===== config.mk =====
export PLATFORM = sky130hd
export DESIGN_NAME = count_up_timer_flat
export DESIGN_NICKNAME = d
export VERILOG_FILES = /design/src/rtl/count_up_timer_if.sv /design/src/rtl/count_up_timer.sv /design/src/flat_wrapper.sv
export SDC_FILE = /design/constraint.sdc
export NUM_CORES = 1
export LEC_CHECK = 0
export CAP_MARGIN = 20
export CELL_PAD_IN_SITES_DETAIL_PLACEMENT = 2
export CELL_PAD_IN_SITES_GLOBAL_PLACEMENT = 2
export CORE_MARGIN = 4
export CORE_UTILIZATION = 33
export DETAILED_ROUTE_END_ITERATION = 10
export GPL_TIMING_DRIVEN = 0
export PLACE_DENSITY_LB_ADDON = 0.1
export REMOVE_ABC_BUFFERS = 1
export SYNTH_ARGS = -nofsm -noshare
export SYNTH_HDL_FRONTEND = slang
export SYNTH_SLANG_ARGS = --single-unit

===== constraint.sdc =====
create_clock -name clk -period 3.9 [get_ports clk]
set_input_delay 0.39 -clock clk [delete_from_list [all_inputs] [get_ports clk]]
set_output_delay 0.39 -clock clk [all_outputs]
set_load 0.005 [all_outputs]

===== src/rtl/count_up_timer_if.sv =====
// Control, switch and digit signals of the count-up timer.
// The slave side is the timer; the master side is its controller.
interface count_up_timer_if;
  logic       one_sec;
  logic       start;
  logic       pause;
  logic       clear_digit;
  logic       reconfig;
  logic [3:0] switch_num3;
  logic [3:0] switch_num4;
  logic [3:0] num_out_1st;
  logic [3:0] num_out_2nd;
  logic       running;
  logic       limit_hit;
  logic       hit_pulse;

  modport master (
    output one_sec, start, pause,
    output clear_digit, reconfig,
    output switch_num3, switch_num4,
    input  num_out_1st, num_out_2nd,
    input  running, limit_hit, hit_pulse
  );

  modport slave (
    input  one_sec, start, pause,
    input  clear_digit, reconfig,
    input  switch_num3, switch_num4,
    output num_out_1st, num_out_2nd,
    output running, limit_hit, hit_pulse
  );
endinterface


===== src/rtl/count_up_timer.sv =====
// Two-digit BCD elapsed-seconds timer counting 00 up to a
// switch-programmed limit; stops there or wraps (WRAP=1).
module count_up_timer #(
  parameter bit         WRAP     = 1'b0,
  parameter logic [3:0] DEF_TENS = 4'd9,
  parameter logic [3:0] DEF_ONES = 4'd9
) (
  input  logic             clk,
  input  logic             rst,
  count_up_timer_if.slave  bus
);

  typedef enum logic [1:0] {
    S_IDLE,
    S_RUN,
    S_PAUSE,
    S_DONE
  } state_t;

  state_t     r_state;
  logic [3:0] r_tens;
  logic [3:0] r_ones;
  logic [3:0] r_lim_t;
  logic [3:0] r_lim_o;
  logic       r_running;
  logic       r_limit_hit;
  logic       r_hit_pulse;

  logic [3:0] w_nxt_t;
  logic [3:0] w_nxt_o;
  logic [3:0] w_sw_t;
  logic [3:0] w_sw_o;
  logic       w_at_lim;
  logic       w_nxt_hit;
  logic       w_lim_zero;

  assign w_sw_t = (bus.switch_num3 > 4'd9) ? 4'd9
                                           : bus.switch_num3;
  assign w_sw_o = (bus.switch_num4 > 4'd9) ? 4'd9
                                           : bus.switch_num4;

  assign w_at_lim   = (r_tens == r_lim_t) &&
                      (r_ones == r_lim_o);
  assign w_lim_zero = (r_lim_t == 4'd0) &&
                      (r_lim_o == 4'd0);

  // In wrap mode a tick taken while sitting on the limit reloads 00.
  always_comb begin
    w_nxt_t = r_tens;
    w_nxt_o = r_ones + 4'd1;
    if (WRAP && w_at_lim) begin
      w_nxt_t = 4'd0;
      w_nxt_o = 4'd0;
    end else if (r_ones == 4'd9) begin
      w_nxt_o = 4'd0;
      w_nxt_t = (r_tens == 4'd9) ? 4'd0
                                 : r_tens + 4'd1;
    end
  end

  assign w_nxt_hit = (w_nxt_t == r_lim_t) &&
                     (w_nxt_o == r_lim_o);

  always_ff @(posedge clk or negedge rst) begin
    if (!rst) begin
      r_state     <= S_IDLE;
      r_tens      <= 4'd0;
      r_ones      <= 4'd0;
      r_lim_t     <= DEF_TENS;
      r_lim_o     <= DEF_ONES;
      r_running   <= 1'b0;
      r_limit_hit <= 1'b0;
      r_hit_pulse <= 1'b0;
    end else begin
      r_hit_pulse <= 1'b0;
      if (bus.clear_digit) begin
        r_state     <= S_IDLE;
        r_tens      <= 4'd0;
        r_ones      <= 4'd0;
        r_running   <= 1'b0;
        r_limit_hit <= 1'b0;
      end else if (bus.reconfig) begin
        r_state     <= S_IDLE;
        r_tens      <= 4'd0;
        r_ones      <= 4'd0;
        r_lim_t     <= w_sw_t;
        r_lim_o     <= w_sw_o;
        r_running   <= 1'b0;
        r_limit_hit <= 1'b0;
      end else begin
        unique case (r_state)
          S_IDLE: begin
            if (bus.start && w_lim_zero) begin
              r_state     <= S_DONE;
              r_limit_hit <= 1'b1;
              r_hit_pulse <= 1'b1;
            end else if (bus.start) begin
              r_state   <= S_RUN;
              r_running <= 1'b1;
            end
          end
          S_RUN: begin
            if (bus.pause && !bus.start) begin
              r_state   <= S_PAUSE;
              r_running <= 1'b0;
            end else if (bus.one_sec) begin
              r_tens <= w_nxt_t;
              r_ones <= w_nxt_o;
              if (w_nxt_hit) begin
                r_hit_pulse <= 1'b1;
                if (!WRAP) begin
                  r_state     <= S_DONE;
                  r_running   <= 1'b0;
                  r_limit_hit <= 1'b1;
                end
              end
            end
          end
          S_PAUSE: begin
            if (bus.start) begin
              r_state   <= S_RUN;
              r_running <= 1'b1;
            end
          end
          S_DONE: begin
            r_state <= S_DONE;
          end
          default: begin
            r_state     <= S_IDLE;
            r_running   <= 1'b0;
            r_limit_hit <= 1'b0;
          end
        endcase
      end
    end
  end

  assign bus.num_out_1st = r_tens;
  assign bus.num_out_2nd = r_ones;
  assign bus.running     = r_running;
  assign bus.limit_hit   = r_limit_hit;
  assign bus.hit_pulse   = r_hit_pulse;

endmodule


===== src/flat_wrapper.sv =====
// flat-port wrapper written by rule: the top's interface ports become plain ports
module count_up_timer_flat 
#(
  parameter bit         WRAP     = 1'b0,
  parameter logic [3:0] DEF_TENS = 4'd9,
  parameter logic [3:0] DEF_ONES = 4'd9
)
  (clk, rst, bus_one_sec, bus_start, bus_pause, bus_clear_digit, bus_reconfig, bus_switch_num3, bus_switch_num4, bus_num_out_1st, bus_num_out_2nd, bus_running, bus_limit_hit, bus_hit_pulse);
  count_up_timer_if bus_i ();
  input  logic clk;
  input  logic rst;
  input wire logic [$bits(bus_i.one_sec)-1:0] bus_one_sec;
  input wire logic [$bits(bus_i.start)-1:0] bus_start;
  input wire logic [$bits(bus_i.pause)-1:0] bus_pause;
  input wire logic [$bits(bus_i.clear_digit)-1:0] bus_clear_digit;
  input wire logic [$bits(bus_i.reconfig)-1:0] bus_reconfig;
  input wire logic [$bits(bus_i.switch_num3)-1:0] bus_switch_num3;
  input wire logic [$bits(bus_i.switch_num4)-1:0] bus_switch_num4;
  output wire logic [$bits(bus_i.num_out_1st)-1:0] bus_num_out_1st;
  output wire logic [$bits(bus_i.num_out_2nd)-1:0] bus_num_out_2nd;
  output wire logic [$bits(bus_i.running)-1:0] bus_running;
  output wire logic [$bits(bus_i.limit_hit)-1:0] bus_limit_hit;
  output wire logic [$bits(bus_i.hit_pulse)-1:0] bus_hit_pulse;
  assign bus_i.one_sec = bus_one_sec;
  assign bus_i.start = bus_start;
  assign bus_i.pause = bus_pause;
  assign bus_i.clear_digit = bus_clear_digit;
  assign bus_i.reconfig = bus_reconfig;
  assign bus_i.switch_num3 = bus_switch_num3;
  assign bus_i.switch_num4 = bus_switch_num4;
  assign bus_num_out_1st = bus_i.num_out_1st;
  assign bus_num_out_2nd = bus_i.num_out_2nd;
  assign bus_running = bus_i.running;
  assign bus_limit_hit = bus_i.limit_hit;
  assign bus_hit_pulse = bus_i.hit_pulse;
  count_up_timer #(.WRAP(WRAP), .DEF_TENS(DEF_TENS), .DEF_ONES(DEF_ONES)) u_core (.clk(clk), .rst(rst), .bus(bus_i));
endmodule

==> run metrics <==
outcome completed; die height 73.8 microns; top cells by area, synth dfrtp_1, dfstp_2, o21ai_0; worst setup margin 1.64 ns; worst-margin pin slew between 0.4 and 0.5 ns; Yosys cell types 47; cell taking the most area after synthesis dfrtp_1; IO Count 26; Max stage delay on crit path 0.55 ns; Final Power a little under 500 uW; flop and latch count out of synthesis 21; Post-Syn Area per Cell 8.51 sq um; layout cell share with drive strength beyond 1 8.38%; Worst-Skew Late Latency 0.27 ns; Final Critical Period 2.26 ns; critical path endpoint category register; drt drc 0; Mapped Area 0.00143 sq mm; Post-synth top flop dfrtp_1; area share of the largest cell type after synthesis 29.7%; Core Region 0.00409 sq mm; simple-gate share of the synthesized area 26.9%; Sequential cell area between 500 and 600 sq um; critical path class register to register; Initial DRC Count 44; hpwl dp 3240 microns; vias in the first global route around 1.4k; Via-to-Cell Ratio 5.53; Setup Buffers After CTS 0; grt ovf 0; largest net degree at the start of global routing 22; Seq/Total Area, Yosys 37.1%; TritonRoute pass-1 iters 4; Root Driver clkbuf_8; DIE AREA 0.00545 sq mm; antenna violations before repair 0; Starting Density 35.0%; share of flip-flops with an asynchronous set or reset 100%; fillcell total 462; Synth Area in Compound Gates a little over a fifth; clk_skew 0.00521 ns; synth-to-layout area growth 23.0%; Worst EP arrival 2.46 ns; routability cong. approximately 0.80; CP max-delay cell dfrtp_1; final hold viol count 0; Longest Clk Path Bufs 2; Relative slew margins 67.8%; RSZ-0062 raised after global routing false; Sink Count 21; Antenna Violating Nets Remaining 0; CTS buffer count 3; Finished Core Util 43.0%; drt total wl 4240 microns; largest family of logic cells by synthesized area simple AND/OR/NAND/NOR gates; CTS resizes 0; DR vias ~1.3k; critical path required time 4.10 ns; first-pass GRT wire length between 7000 and 8000 microns; All-Layer GR Usage around 17%; Final Max Slew Viols 0; per-cell routed wire length 17.6 microns; Critical Path Start Type register; Max Cap Violations 0; Max Clk Rate 0.443 GHz; pre-CTS setup slack 1.64 ns; Max IR drop VDD 0.164 mV; CTS tree built; pwr dens 274 mW/mm^2; mux contribution to synthesized area 3.06%; CTS Hold Bufs 0; htree depth 1; number of synthesis warnings 0; worst hold path type input pin to async pin; diodes inserted 0; post-synthesis xor/xnor area fraction 4.90%; post-route clock period utilization 57.9%; IO Port Bufs 25; adder-cell area share of the yosys netlist 1.75%; row cnt 23; Post-synth EDFFs 0; clock slew at reported path FFs ~0.08 ns; Cells after Synth 168; Worst Path Max Fanout 10; Net count, final 209; static leakage 0.680 nW; # setup viols final 0; TNS Setup 0 ns; die width between 70 and 80 microns; multi-input logic area roughly 830 sq um; worst-path cell chain ha_1 -> and3b_1 -> mux2_1 -> a21oi_1 -> o22ai_1 -> nor4_1 -> o21a_1
-- state kept, by name, indices dropped and copies added, names as in the netlist --
| signal | cells |
|---|---|
| u_core.bus.num_out_2nd | 4 |
| u_core.bus.hit_pulse | 1 |
| u_core.bus.num_out_1st | 4 |
| u_core.bus.limit_hit | 1 |
| u_core.bus.running | 1 |
| u_core.r_state | 2 |
| u_core.r_lim_t | 4 |
| u_core.r_lim_o | 4 |
-- layout make-up --
class | count | share of cell area [%]
Clock buffer | 4 | 2.56
Inverter | 6 | 1.28
Multi-Input combinational cell | 134 | 47.4
Sequential cell | 21 | 30.2
Tap cell | 50 | 3.56
Timing Repair Buffer | 26 | 15.1
-- critical path, delay by kind of cell, from the launching register on --
kind	cells	cell delay [ns]
mux	1	0.35
compound gates	3	0.45
fa+ha+maj	1	0.29
simple gates	2	0.55
flops	1	0.55
-- metal layers --
metal,share of wire [%],track usage (%),wire [microns]
met5,0,0,0
met4,1.1,4.83,48
met3,2.6,1.64,109
met2,50,29.7,2130
met1,46,22.2,1960
-- synth_stat cells, types with 4 or more instances --
cell type and instances:
o21ai_0 16, inv_1 6, nand2b_1 9, o21a_1 6, dfstp_2 4, nor2_1 13, nand2_1 17, xor2_1 4
xnor2_1 4, a21oi_1 12, nand3_1 4, dfrtp_1 17, nand3b_1 4, nor3_1 4
-- cell usage in the layout, fill, tap and decap left out, types with 6 or more instances in the layout --
cell	instances
o21a_1	6
inv_1	6
a21oi_1	12
o21ai_0	16
nor2_1	13
dfrtp_1	17
clkdlybuf4s50_1	25
nand2_1	17
nand2b_1	9
-- cell families (layout without fill, tap and decap cells) --
logic type	Yosys count	in the layout
AO/OA/AOI/OAI	49	49
multiplexers	4	4
AND/OR/NAND/NOR	71	71
buffers and inverters	13	36
XOR/XNOR	8	8
adder cells (fa/ha/maj)	2	2
flip-flops	21	21
-- worst paths after layout --
| kind | slack (ns) | start | depth (start not counted) | end |
|---|---|---|---|---|
| worst max register to register | 1.64 | u_core.bus.num_out_1st[0] | 7 | u_core.bus.hit_pulse |
| max in group asynchronous | 2.97 | rst | 2 | u_core.r_lim_o[3] |
| worst min-delay path | 0.41 | rst | 1 | u_core.bus.num_out_1st[2] |
| worst min register to register | 0.52 | u_core.r_lim_t[0] | 2 | u_core.r_lim_t[0] |
| worst max-delay path | 1.64 | u_core.bus.num_out_1st[0] | 7 | u_core.bus.hit_pulse |
| min in group clk | 0.52 | u_core.r_lim_t[0] | 2 | u_core.r_lim_t[0] |
-- stage by stage --
stage | hold slack [ns] | instance area (sq um) | instances
3_5_place_dp | 0.516 | 1700 | 236
3_3_place_gp | 0.506 | 1700 | 236
4_1_cts | 0.528 | 1740 | 240
6_report | 0.412 | 1760 | 241
2_1_floorplan | 0.0944 | 1390 | 161
5_1_grt | 0.444 | 1760 | 241
-- power breakdown --
part	internal [mW]	total [mW]	leakage, nW	switching [mW]
Combinational	0.0415	0.0810	0.383	0.0396
Clock	0.0730	0.150	0.0228	0.0774
Sequential	0.234	0.250	0.275	0.0161
No activity file was read; power rests on OpenSTA's default activity.
